`config.mk`:
```
export PLATFORM = sky130hd
export DESIGN_NAME = rpn_sequencer_flat
export DESIGN_NICKNAME = d
export VERILOG_FILES = /design/src/rtl/rpn_pkg.sv /design/src/rtl/rpn_sequencer_if.sv /design/src/rtl/rpn_alu.sv /design/src/rtl/rpn_sequencer.sv /design/src/flat_wrapper.sv
export SDC_FILE = /design/constraint.sdc
export NUM_CORES = 1
export LEC_CHECK = 0
export ABC_CLOCK_PERIOD_IN_PS = 13940
export CAP_MARGIN = 25
export CORE_MARGIN = 1
export CORE_UTILIZATION = 40
export DETAILED_ROUTE_END_ITERATION = 8
export GPL_TIMING_DRIVEN = 1
export HOLD_SLACK_MARGIN = 0.15
export PLACE_DENSITY_LB_ADDON = 0.3
export RECOVER_POWER = 50
export SLEW_MARGIN = 20
export SYNTH_ARGS = -nofsm -noshare
export SYNTH_HDL_FRONTEND = slang
export SYNTH_HIERARCHICAL = 1
export SYNTH_SLANG_ARGS = --single-unit
```
`constraint.sdc`:
```
create_clock -name clk -period 13.94 [get_ports clk]
set_input_delay 4.182 -clock clk [delete_from_list [all_inputs] [get_ports clk]]
set_output_delay 4.182 -clock clk [all_outputs]
set_load 0.02 [all_outputs]
```
`src/rtl/rpn_pkg.sv`:
```
// Shared types and constants for the RPN token sequencer and its ALU.
package rpn_pkg;

  localparam int unsigned DATA_W  = 13;
  localparam int unsigned STACK_L = 8;

  typedef enum logic [2:0] {
    OpAdd  = 3'd0,
    OpSub  = 3'd1,
    OpMul  = 3'd2,
    OpAnd  = 3'd3,
    OpOr   = 3'd4,
    OpEval = 3'd5
  } opcode_t;

  typedef enum logic [1:0] {
    ErrNone      = 2'b00,
    ErrUnderflow = 2'b01,
    ErrOverflow  = 2'b10,
    ErrIllegal   = 2'b11
  } err_t;

  typedef enum logic [2:0] {
    StIdle,
    StPopB,
    StPopA,
    StExec,
    StPush,
    StEmit,
    StErr
  } state_t;

  function automatic logic op_is_legal(input logic [2:0] raw);
    return raw <= 3'd5;
  endfunction

endpackage

```
`src/rtl/rpn_sequencer_if.sv`:
```
// Token stream, stack strobes, result and error signals of the sequencer.
interface rpn_sequencer_if import rpn_pkg::*; #(
  parameter int unsigned B = DATA_W,
  parameter int unsigned L = STACK_L
) ();

  localparam int unsigned DepthW = $clog2(L) + 1;

  logic              tok_valid;
  logic              tok_ready;
  logic              tok_is_op;
  logic [B-1:0]      tok_data;
  logic              stk_push;
  logic              stk_pop;
  logic [B-1:0]      stk_wdata;
  logic [B-1:0]      stk_rdata;
  logic              res_valid;
  logic [B-1:0]      res_data;
  logic              err_valid;
  logic [1:0]        err_code;
  logic [DepthW-1:0] depth;

  modport slave (
    input  tok_valid, tok_is_op, tok_data, stk_rdata,
    output tok_ready, stk_push, stk_pop, stk_wdata, res_valid, res_data,
           err_valid, err_code, depth
  );

  modport master (
    output tok_valid, tok_is_op, tok_data, stk_rdata,
    input  tok_ready, stk_push, stk_pop, stk_wdata, res_valid, res_data,
           err_valid, err_code, depth
  );

endinterface

```
`src/rtl/rpn_alu.sv`:
```
// Combinational binary ALU; all results are modulo 2^B.
module rpn_alu import rpn_pkg::*; #(
  parameter int unsigned B = DATA_W
) (
  input  logic [B-1:0] a_i,
  input  logic [B-1:0] b_i,
  input  opcode_t      op_i,
  output logic [B-1:0] r_o
);

  always_comb begin
    r_o = '0;
    case (op_i)
      OpAdd:   r_o = a_i + b_i;
      OpSub:   r_o = a_i - b_i;
      OpMul:   r_o = a_i * b_i;
      OpAnd:   r_o = a_i & b_i;
      OpOr:    r_o = a_i | b_i;
      default: r_o = '0;
    endcase
  end

endmodule

```
`src/rtl/rpn_sequencer.sv`:
```
// Token-driven RPN evaluator; sole driver of the downstream operand stack.
module rpn_sequencer import rpn_pkg::*; #(
  parameter int unsigned B = DATA_W,
  parameter int unsigned L = STACK_L
) (
  input logic           clk,
  input logic           reset,
  rpn_sequencer_if.slave bus
);

  localparam int unsigned DepthW = $clog2(L) + 1;

  state_t            state_q, state_d;
  logic [DepthW-1:0] depth_q, depth_d;
  opcode_t           op_q, op_d;
  logic [B-1:0]      b_q, b_d;
  logic [B-1:0]      wdata_q, wdata_d;
  logic [B-1:0]      res_q, res_d;
  err_t              err_q, err_d;
  logic [B-1:0]      alu_r;
  logic [DepthW-1:0] need_depth;

  // a comes straight from the stack read port in EXEC; b was captured in POP_A
  rpn_alu #(.B(B)) u_alu (
    .a_i  (bus.stk_rdata),
    .b_i  (b_q),
    .op_i (op_q),
    .r_o  (alu_r)
  );

  always_comb begin
    state_d    = state_q;
    depth_d    = depth_q;
    op_d       = op_q;
    b_d        = b_q;
    wdata_d    = wdata_q;
    res_d      = res_q;
    err_d      = err_q;
    need_depth = (bus.tok_data[2:0] == OpEval) ? DepthW'(1) : DepthW'(2);
    case (state_q)
      StIdle: begin
        if (bus.tok_valid) begin
          if (!bus.tok_is_op) begin
            if (depth_q == DepthW'(L)) begin
              err_d   = ErrOverflow;
              state_d = StErr;
            end else begin
              wdata_d = bus.tok_data;
              state_d = StPush;
            end
          end else if (!op_is_legal(bus.tok_data[2:0])) begin
            err_d   = ErrIllegal;
            state_d = StErr;
          end else if (depth_q < need_depth) begin
            err_d   = ErrUnderflow;
            state_d = StErr;
          end else begin
            op_d    = opcode_t'(bus.tok_data[2:0]);
            state_d = StPopB;
          end
        end
      end
      StPopB: begin
        depth_d = depth_q - DepthW'(1);
        state_d = (op_q == OpEval) ? StEmit : StPopA;
      end
      StPopA: begin
        b_d     = bus.stk_rdata;
        depth_d = depth_q - DepthW'(1);
        state_d = StExec;
      end
      StExec: begin
        wdata_d = alu_r;
        state_d = StPush;
      end
      StPush: begin
        depth_d = depth_q + DepthW'(1);
        state_d = StIdle;
      end
      StEmit: begin
        res_d   = bus.stk_rdata;
        state_d = StIdle;
      end
      StErr:   state_d = StIdle;
      default: state_d = StIdle;
    endcase
  end

  always_ff @(posedge clk or posedge reset) begin
    if (reset) begin
      state_q <= StIdle;
      depth_q <= '0;
      op_q    <= OpAdd;
      b_q     <= '0;
      wdata_q <= '0;
      res_q   <= '0;
      err_q   <= ErrNone;
    end else begin
      state_q <= state_d;
      depth_q <= depth_d;
      op_q    <= op_d;
      b_q     <= b_d;
      wdata_q <= wdata_d;
      res_q   <= res_d;
      err_q   <= err_d;
    end
  end

  always_comb begin
    bus.tok_ready = (state_q == StIdle) && !reset;
    bus.stk_push  = (state_q == StPush);
    bus.stk_pop   = (state_q == StPopB) || (state_q == StPopA);
    bus.stk_wdata = wdata_q;
    bus.res_valid = (state_q == StEmit);
    // Result is presented during the EMIT pulse, then held from res_q
    bus.res_data  = (state_q == StEmit) ? bus.stk_rdata : res_q;
    bus.err_valid = (state_q == StErr);
    bus.err_code  = err_q;
    bus.depth     = depth_q;
  end

endmodule

```
`src/flat_wrapper.sv`:
```
// flat-port wrapper written by rule: the top's interface ports become plain ports
module rpn_sequencer_flat import rpn_pkg::*;
#(
  parameter int unsigned B = DATA_W,
  parameter int unsigned L = STACK_L
)
  (clk, reset, bus_tok_valid, bus_tok_is_op, bus_tok_data, bus_stk_rdata, bus_tok_ready, bus_stk_push, bus_stk_pop, bus_stk_wdata, bus_res_valid, bus_res_data, bus_err_valid, bus_err_code, bus_depth);
  rpn_sequencer_if #(.B(B), .L(L)) bus_i ();
  input logic clk;
  input logic reset;
  input wire logic [$bits(bus_i.tok_valid)-1:0] bus_tok_valid;
  input wire logic [$bits(bus_i.tok_is_op)-1:0] bus_tok_is_op;
  input wire logic [$bits(bus_i.tok_data)-1:0] bus_tok_data;
  input wire logic [$bits(bus_i.stk_rdata)-1:0] bus_stk_rdata;
  output wire logic [$bits(bus_i.tok_ready)-1:0] bus_tok_ready;
  output wire logic [$bits(bus_i.stk_push)-1:0] bus_stk_push;
  output wire logic [$bits(bus_i.stk_pop)-1:0] bus_stk_pop;
  output wire logic [$bits(bus_i.stk_wdata)-1:0] bus_stk_wdata;
  output wire logic [$bits(bus_i.res_valid)-1:0] bus_res_valid;
  output wire logic [$bits(bus_i.res_data)-1:0] bus_res_data;
  output wire logic [$bits(bus_i.err_valid)-1:0] bus_err_valid;
  output wire logic [$bits(bus_i.err_code)-1:0] bus_err_code;
  output wire logic [$bits(bus_i.depth)-1:0] bus_depth;
  assign bus_i.tok_valid = bus_tok_valid;
  assign bus_i.tok_is_op = bus_tok_is_op;
  assign bus_i.tok_data = bus_tok_data;
  assign bus_i.stk_rdata = bus_stk_rdata;
  assign bus_tok_ready = bus_i.tok_ready;
  assign bus_stk_push = bus_i.stk_push;
  assign bus_stk_pop = bus_i.stk_pop;
  assign bus_stk_wdata = bus_i.stk_wdata;
  assign bus_res_valid = bus_i.res_valid;
  assign bus_res_data = bus_i.res_data;
  assign bus_err_valid = bus_i.err_valid;
  assign bus_err_code = bus_i.err_code;
  assign bus_depth = bus_i.depth;
  rpn_sequencer #(.B(B), .L(L)) u_core (.clk(clk), .reset(reset), .bus(bus_i));
endmodule
```
# == Word-level counts from Yosys, hierarchy flattened ==
# Index checks and enable logic that the tools add are counted.
# totals
register_bits,51
latchBits,0
mem_bits_rw,0
mem_bits_ro,0
input_bits,30
memories,0
# op_classes
n_addsub,4
n_mul,1
n_div,0
n_lt_le_gt_ge,2
n_eq_ne,17
shifts,0
n_mux,19
n_bitwise,3
n_reduce_logical,12
# ops
operator,n
$pmux W13 S5,1
$mux W13,4
$pmux W13 S2,1
$eq A3 B3 Y1 const B,6
$mux W3,5
$add A13 B13 Y13,1
$and A13 B13 Y13,1
$mul A13 B13 Y13,1
$or A13 B13 Y13,1
$sub A13 B13 Y13,1
$eq A3 B2 Y1 const B,4
$mux W2,6
$pmux W3 S4,1
$pmux W4 S2,1
$reduce_and A4 Y1,2
$eq A3 B1 Y1 const B,2
$logic_not A3 Y1,2
$ne A2 B2 Y1 const B,3
$reduce_bool A2 Y1,3
$reduce_and A5 Y1,1
$add A4 B1 Y4 const B,1
$eq A4 B4 Y1 const B,1
$lt A4 B4 Y1,1
$sub A4 B1 Y4 const B,1
other kinds (7),7

# == Logic depth before layout (Yosys ltp) ==
# Gate-level depths: netlist of the first run.
# depth
ltp_word,8
ltp_mapped,21
depth_no_buf,20

# == Modules after synthesis ==
# The synthesis of the first run kept the hierarchy.
# modules_own_cells
module,instances,cells_each,area_each_um2,seq_area_each_um2
rpn_alu,1,506,3806.2,0.0
rpn_sequencer,1,185,2404.8,1276.2

# == Worst setup path before layout of the first run ==
# Ideal clock, no wire load.
# synth_path
kind,input to register
from,in bus_stk_rdata[5]
to,reg u_core.wdata_q[12] (netlist: u_core/bus.stk_wdata[12])
arrival_time_ps,8552
slack_ps,5266
path_stages,19
path_buffers,1
path_cell_list,buf_2 -> and2_1 -> fa_1 -> inv_1 -> fa_1 -> inv_1 -> fa_1 -> inv_1 -> fa_1 -> fa_1 -> inv_1 -> ha_1 -> o21ai_0 -> a21oi_1 -> o41ai_1 -> xnor2_1 -> o221ai_2 -> mux2i_1 -> a21oi_2
# synth_via
elab_chain_cells,3
word_cells_on_any_way,5
# synth_rtl
item,line_no,source
start: declaration,flat_wrapper.sv:14,input wire logic [$bits(bus_i.stk_rdata)-1:0] bus_stk_rdata;
$mul A13 B13 Y13 (tied with other cells),rpn_alu.sv:16,OpMul: r_o = a_i * b_i;
$pmux W13 S5 (*),rpn_alu.sv:13,case (op_i)
via u_core.alu_r[12],rpn_sequencer.sv:20,logic [B-1:0] alu_r;
$pmux W13 S2 (*),rpn_sequencer.sv:40,case (state_q)
end signal: assignment,rpn_sequencer.sv:103,wdata_q <= wdata_d;
end: declaration,rpn_sequencer.sv:17,"logic [B-1:0] wdata_q, wdata_d;"
# The timed path passes the listed nets; every way through them passes the cells marked *.
# A chain may end at the register's enable or synchronous reset.

# == Worst setup path after layout of the first run ==
# layout_path
from,in bus_stk_rdata[3]
to,out bus_res_data[3]
# layout_via
elab_chain_cells,1
# layout_rtl
item,line_no,source
$mux W13,-,
end: declaration,flat_wrapper.sv:20,output wire logic [$bits(bus_i.res_data)-1:0] bus_res_data;
# No other way between the ends.

==> run summary, run 1 <==
Layout cell share with drive strength beyond 1 -> 9.02%
GRT Util Overall -> 22.1%
Antenna violations before repair -> 0
Min Tclk post-route -> 10170 ps
DR iter-0 viols -> 311
Clk sinks -> 51
Final global-route overflow total -> 0
Setup Viol. Count Final -> 0
Crit share post-route -> 73.0%
Worst EP arrival -> 5990 ps
Max Transition Viols Final -> 29
Hold Crit Start -> u_core/res_q[9]$_DFF_PP0_
RSZ-0062 raised after global routing -> no
H-tree Lvls -> 2
Antenna Cells -> 0
Mapped Cells -> 691
Syn nets -> 823
Type of element capturing the critical path -> primary output
Max Clock Skew -> 5.56 ps
Placed Instance Area -> 6970 um^2
Highest clock rate -> 98.3 MHz
Critical path peak fanout -> 15
Total wire length -> 16900 um
Io pins -> 67
Yosys cell types -> 64
First-pass GRT wire length -> 27600 um
Initial Utilization -> 40.9%
Filler Cells Inserted -> 1475
Sequential area share after synthesis -> 20.5%
Initial DRT Pass Iterations -> 5
Synth area leaders -> dfrtp_1, fa_1, ha_1
Rel. slew slack -> -3.12%
R2R Setup Slk -> 8410 ps
DRC -> 0
Post-synthesis compound-gate area fraction -> 14.2%
Outcome -> complete, but fails checks
Core region area -> 15200 um^2
Quantity of gates resized following cts -> 0
Synth top area share -> 20.5%
Post-DP HPWL -> 13000 um
Setup TNS Final -> 0 ps
Vias -> 5075
Root Buffer -> clkbuf_16
Crit start category -> input port
Port Buffer Count -> 66
Worst setup path class -> in -> out
Max-cap viol count -> 1
Hold EP -> u_core/res_q[9]$_DFF_PP0_
Violated checks -> max-capacitance violations, max-slew violations
Post-CTS setup buffers -> 0
Adder-cell share of the synthesized area -> 26.6%
Post-route ant nets -> 0
FF-to-FF End -> u_core/bus.stk_wdata[11]$_DFFE_PP0P_
Reg2reg path depth -> 18
Synth area leader -> dfrtp_1
Vias in the first global route -> 5364
EDFF count, synth -> 0
Multiplexer share of the synthesized area -> 8.40%
Main combinational cell family by area after synthesis -> adder cells
Yosys reg bits -> 51
Routed vias/inst -> 5.52
Worst Path Required -> 9760 ps
Area Overhead vs Synth -> 14.7%
Synthesized cell area -> 6210 um^2
Synth Flop Type -> dfrtp_1
Die area -> 16000 um^2
Hold WS -> 496 ps
Clock Path Buffers -> 2
Die W -> 127 um
Final hold violations -> 0
CTS tree -> done
Avg Synthesized Cell Area -> 8.99 um^2
Count of hold-fix buffers inserted at cts -> 0
Placer Congestion -> 0.899
Ys async rst share -> 100%
WL per Instance -> 18.4 um
Worst-path clk slew -> 70 ps
Yosys warns -> 6
Die height -> 127 um
Core Util, Final -> 46.9%
Total CTS buffers -> 5
Simple-gate share of the synthesized area -> 15.2%
Worst reg2reg startpoint -> u_core/b_q[3]$_DFFE_PP0P_
Clock network latency to the later pin of the worst-skew pair -> 290 ps
# rows -> 45
Fin area -> 7120 um^2
Largest net degree at the start of global routing -> 29
Worst-Margin Slew -> 1550 ps
XOR/XNOR Fraction of Synth Area -> 6.97%
Final net count -> 864
Hold-critical path depth -> 1
Worst Hold Class -> reg -> reg
layout by cell type (no fill, tap or decap), types with 15 or more instances in the layout:
| cell type | n |
|---|---|
| and2_1 | 33 |
| nor2_1 | 32 |
| mux2_2 | 33 |
| a21oi_1 | 42 |
| fa_1 | 50 |
| inv_1 | 89 |
| dfrtp_1 | 51 |
| o21ai_0 | 19 |
| xnor2_1 | 34 |
| mux2i_1 | 15 |
| clkdlybuf4s50_1 | 58 |
| ha_1 | 52 |
| nand2_1 | 71 |
sequential cells by signal, indices dropped and copies added (netlist names):
register / count
u_core/b_q: 13
u_core/bus.depth: 4
u_core/bus.stk_wdata: 13
u_core/bus.err_code: 2
u_core/state_q: 3
u_core/op_q: 3
u_core/res_q: 13
kinds of logic after synthesis:
logic type | count (synthesis)
DFF | 51
muxes | 48
adders and majority gates | 102
AOI/OAI and AO/OA | 131
and+or+nand+nor | 188
buffers and inverters | 124
xor gates and xnor gates | 47
Yosys cell counts, types with 6 or more instances:
master	n
a21o_1	11
a21oi_1	42
a21oi_2	10
a22oi_1	6
and2_1	33
buf_2	11
clkbuf_1	19
dfrtp_1	51
fa_1	50
ha_1	52
inv_1	89
mux2_2	33
mux2i_1	15
nand2_1	71
nand2b_1	9
nor2_1	32
nor2b_1	7
nor3_1	6
o21ai_0	19
o221ai_1	6
xnor2_1	34
xor2_1	11
routing by layer:
layer | wire length [um] | part of all wire, % | up-vias | global-route usage (%)
li1 | - | - | 2379 | -
met1 | 7550 | 45 | 2515 | 29.4
met2 | 8080 | 48 | 155 | 37.2
met3 | 807 | 4.8 | 26 | 2.36
met4 | 452 | 2.7 | 0 | 8.01
met5 | 0 | 0 | - | 0
final cells by class:
class                      count  area (um^2)  share of cell area, %
inverter                      90          338                   4.74
multi-input combinational    516         4440                   62.4
timing repair buffer          68          672                   9.43
clock buffer                   6          129                   1.81
sequential                    51         1280                   17.9
tap                          188          235                   3.30
clock inverter                 1         30.0                  0.422
how the worst max path moves through the flow:
stage,from,endpoint,slack [ps],cells after the start
final,bus_stk_rdata[3],bus_res_data[3],3770,3
after global routing,bus_stk_rdata[5],bus_res_data[5],3700,3
after CTS,bus_stk_rdata[5],bus_res_data[5],3780,3
after detailed placement,bus_stk_rdata[5],bus_res_data[5],3780,3
after global placement,bus_stk_rdata[5],bus_res_data[5],3800,3
after floorplan,bus_stk_rdata[5],u_core/bus.stk_wdata[12]$_DFFE_PP0P_,5270,19
per-stage QoR:
stage / std cells / worst slack, ps
3_3_place_gp: 911 / 3800
3_5_place_dp: 912 / 3780
5_1_grt: 920 / 3700
6_report: 920 / 3770
2_1_floorplan: 691 / 5270
4_1_cts: 919 / 3780
worst max-delay path, stage by stage:
cell and delay [ps]:
clkdlybuf4s50_1 900, mux2_2 300, clkdlybuf4s50_1 610
Power of run 1 is not shown: default switching activity piles up to over one toggle a cycle in this logic, so the estimate is an artifact.
==> inputs of run 2 (changes only) <==
ABC_CLOCK_PERIOD_IN_PS = 8400   (was 13940)
clock period = 8.4 ns   (was 13.94 ns; I/O delays follow)
==> run summary, run 2 (synthesis gave the netlist of run 1 again) <==
CP max stage delay -> 680 ps
Root Buffer -> clkbuf_16
Post-route ant nets -> 0
Most Used Layer, Global Route -> met2
Max Transition Viols Final -> 0
Type of element capturing the critical path -> flop
Clk sinks -> 51
Die W -> 127 um
Total wire length -> 17500 um
Worst Hold Class -> reg -> reg
Crit-path cells -> clkdlybuf4s50_1 > clkbuf_1 > nand2_1 > fa_1 > inv_1 > fa_1 > ha_1 > ha_1 > fa_1 > inv_1 > fa_1 > nor2b_1 > o21ai_0 > nor2b_1 > xnor2_1 > a22oi_1 > o221ai_1 > mux2i_1 > a21oi_2
Final global-route overflow total -> 0
Clock Path Buffers -> 2
Reg2reg path depth -> 18
Highest clock rate -> 128 MHz
Slowest cell on crit path -> clkbuf_1
First-pass GRT wire length -> 28600 um
CP dominant cell by count -> fa_1
Die area -> 16000 um^2
Max-cap viol count -> 0
Layout cell share with drive strength beyond 1 -> 10.2%
Largest net degree at the start of global routing -> 27
Max Clock Skew -> 8.45 ps
GRT Util Overall -> 23.0%
Filler Cells Inserted -> 1483
Global routing usage on met1 -> 29.6%
Crit share post-route -> 93.1%
Antenna Cells -> 0
DR iter-0 viols -> 372
Most frequent cells in the layout -> inv_1, nand2_1, clkdlybuf4s50_1
Worst setup path class -> in -> reg
Commonest non-fill, non-tap cell in the layout -> inv_1
Worst EP arrival -> 8060 ps
Vias -> 5208
DRC -> 0
Placer Congestion -> 0.929
Initial DRT Pass Iterations -> 5
Total CTS buffers -> 5
Met3 Use GR -> 3.42%
FF-to-FF End -> u_core/bus.stk_wdata[10]$_DFFE_PP0P_
Port Buffer Count -> 66
Antenna violations before repair -> 0
Core region area -> 15200 um^2
Post-CTS setup buffers -> 0
# rows -> 45
Final net count -> 875
Worst-path clk slew -> 70 ps
Rel. slew slack -> 3.73%
Final hold violations -> 0
Met2 usage -> 38.8%
Count of hold-fix buffers inserted at cts -> 0
Setup TNS Final -> 0 ps
Min Tclk post-route -> 7820 ps
RSZ-0062 raised after global routing -> no
Vias in the first global route -> 5560
Setup Viol. Count Final -> 0
Worst-Margin Slew -> 1440 ps
H-tree Lvls -> 2
Outcome -> complete, no violations
Initial Utilization -> 40.9%
Crit start category -> input port
Critical path peak fanout -> 15
R2R Setup Slk -> 2960 ps
Crit path capture -> u_core/bus.stk_wdata[8]$_DFFE_PP0P_
Io pins -> 67
Area Overhead vs Synth -> 16.0%
Routed vias/inst -> 5.59
Die height -> 127 um
CTS tree -> done
WL per Instance -> 18.7 um
Crit path from -> bus_stk_rdata[1]
Quantity of gates resized following cts -> 0
Post-DP HPWL -> 13200 um
Worst Path Required -> 8640 ps
Worst reg2reg startpoint -> u_core/b_q[2]$_DFFE_PP0P_
Clock network latency to the later pin of the worst-skew pair -> 310 ps
run 2: worst min path at each step:
stage,from,to,slack [ps],cells after the start
floorplan,u_core/b_q[9]$_DFFE_PP0P_,u_core/b_q[9]$_DFFE_PP0P_,480,1
finish,u_core/res_q[4]$_DFF_PP0_,u_core/res_q[4]$_DFF_PP0_,490,1
detailed placement,u_core/res_q[0]$_DFF_PP0_,u_core/res_q[0]$_DFF_PP0_,480,1
CTS,u_core/res_q[0]$_DFF_PP0_,u_core/res_q[0]$_DFF_PP0_,500,1
global placement,u_core/res_q[12]$_DFF_PP0_,u_core/res_q[12]$_DFF_PP0_,480,1
global route,u_core/res_q[7]$_DFF_PP0_,u_core/res_q[7]$_DFF_PP0_,510,1
run 2: layout make-up:
class | count | area [um^2] | area share (%)
Timing Repair Buffer | 79 | 747 | 10.4
Clock inverter | 3 | 46.3 | 0.642
Multi-Input combinational cell | 516 | 4440 | 61.6
Tap cell | 188 | 235 | 3.26
Sequential cell | 51 | 1280 | 17.7
Inverter | 90 | 338 | 4.69
Clock buffer | 5 | 125 | 1.74
run 2: worst max-delay path, delay by kind of cell:
| kind | cells | cell delay [ps] |
|---|---|---|
| xor gates and xnor gates | 1 | 160 |
| AOI/OAI and AO/OA | 4 | 710 |
| buffers and inverters | 4 | 1310 |
| adders and majority gates | 6 | 2720 |
| muxes | 1 | 160 |
| and+or+nand+nor | 3 | 470 |
run 2: per-stage QoR:
stage | instances | hold slack (ps) | worst slack [ps] | utilization, % | cell area [um^2]
final | 932 | 495 | 581 | 47.4 | 7210
after global routing | 932 | 510 | 268 | 47.4 | 7210
after CTS | 932 | 500 | 734 | 47.6 | 7230
after detailed placement | 924 | 481 | 420 | 46.4 | 7060
after global placement | 922 | 477 | 523 | 46.2 | 7030
after floorplan | 691 | 475 | 1390 | - | 6210
run 2: metal layers:
metal  up-vias  share of wire (%)  wire, um
li1       2395                  -         -
met1      2576                 41      7250
met2       192                 49      8500
met3        45                6.3      1100
met4         0                3.6       625
met5         -                  0         0
Power of run 2 is left out for the same reason.
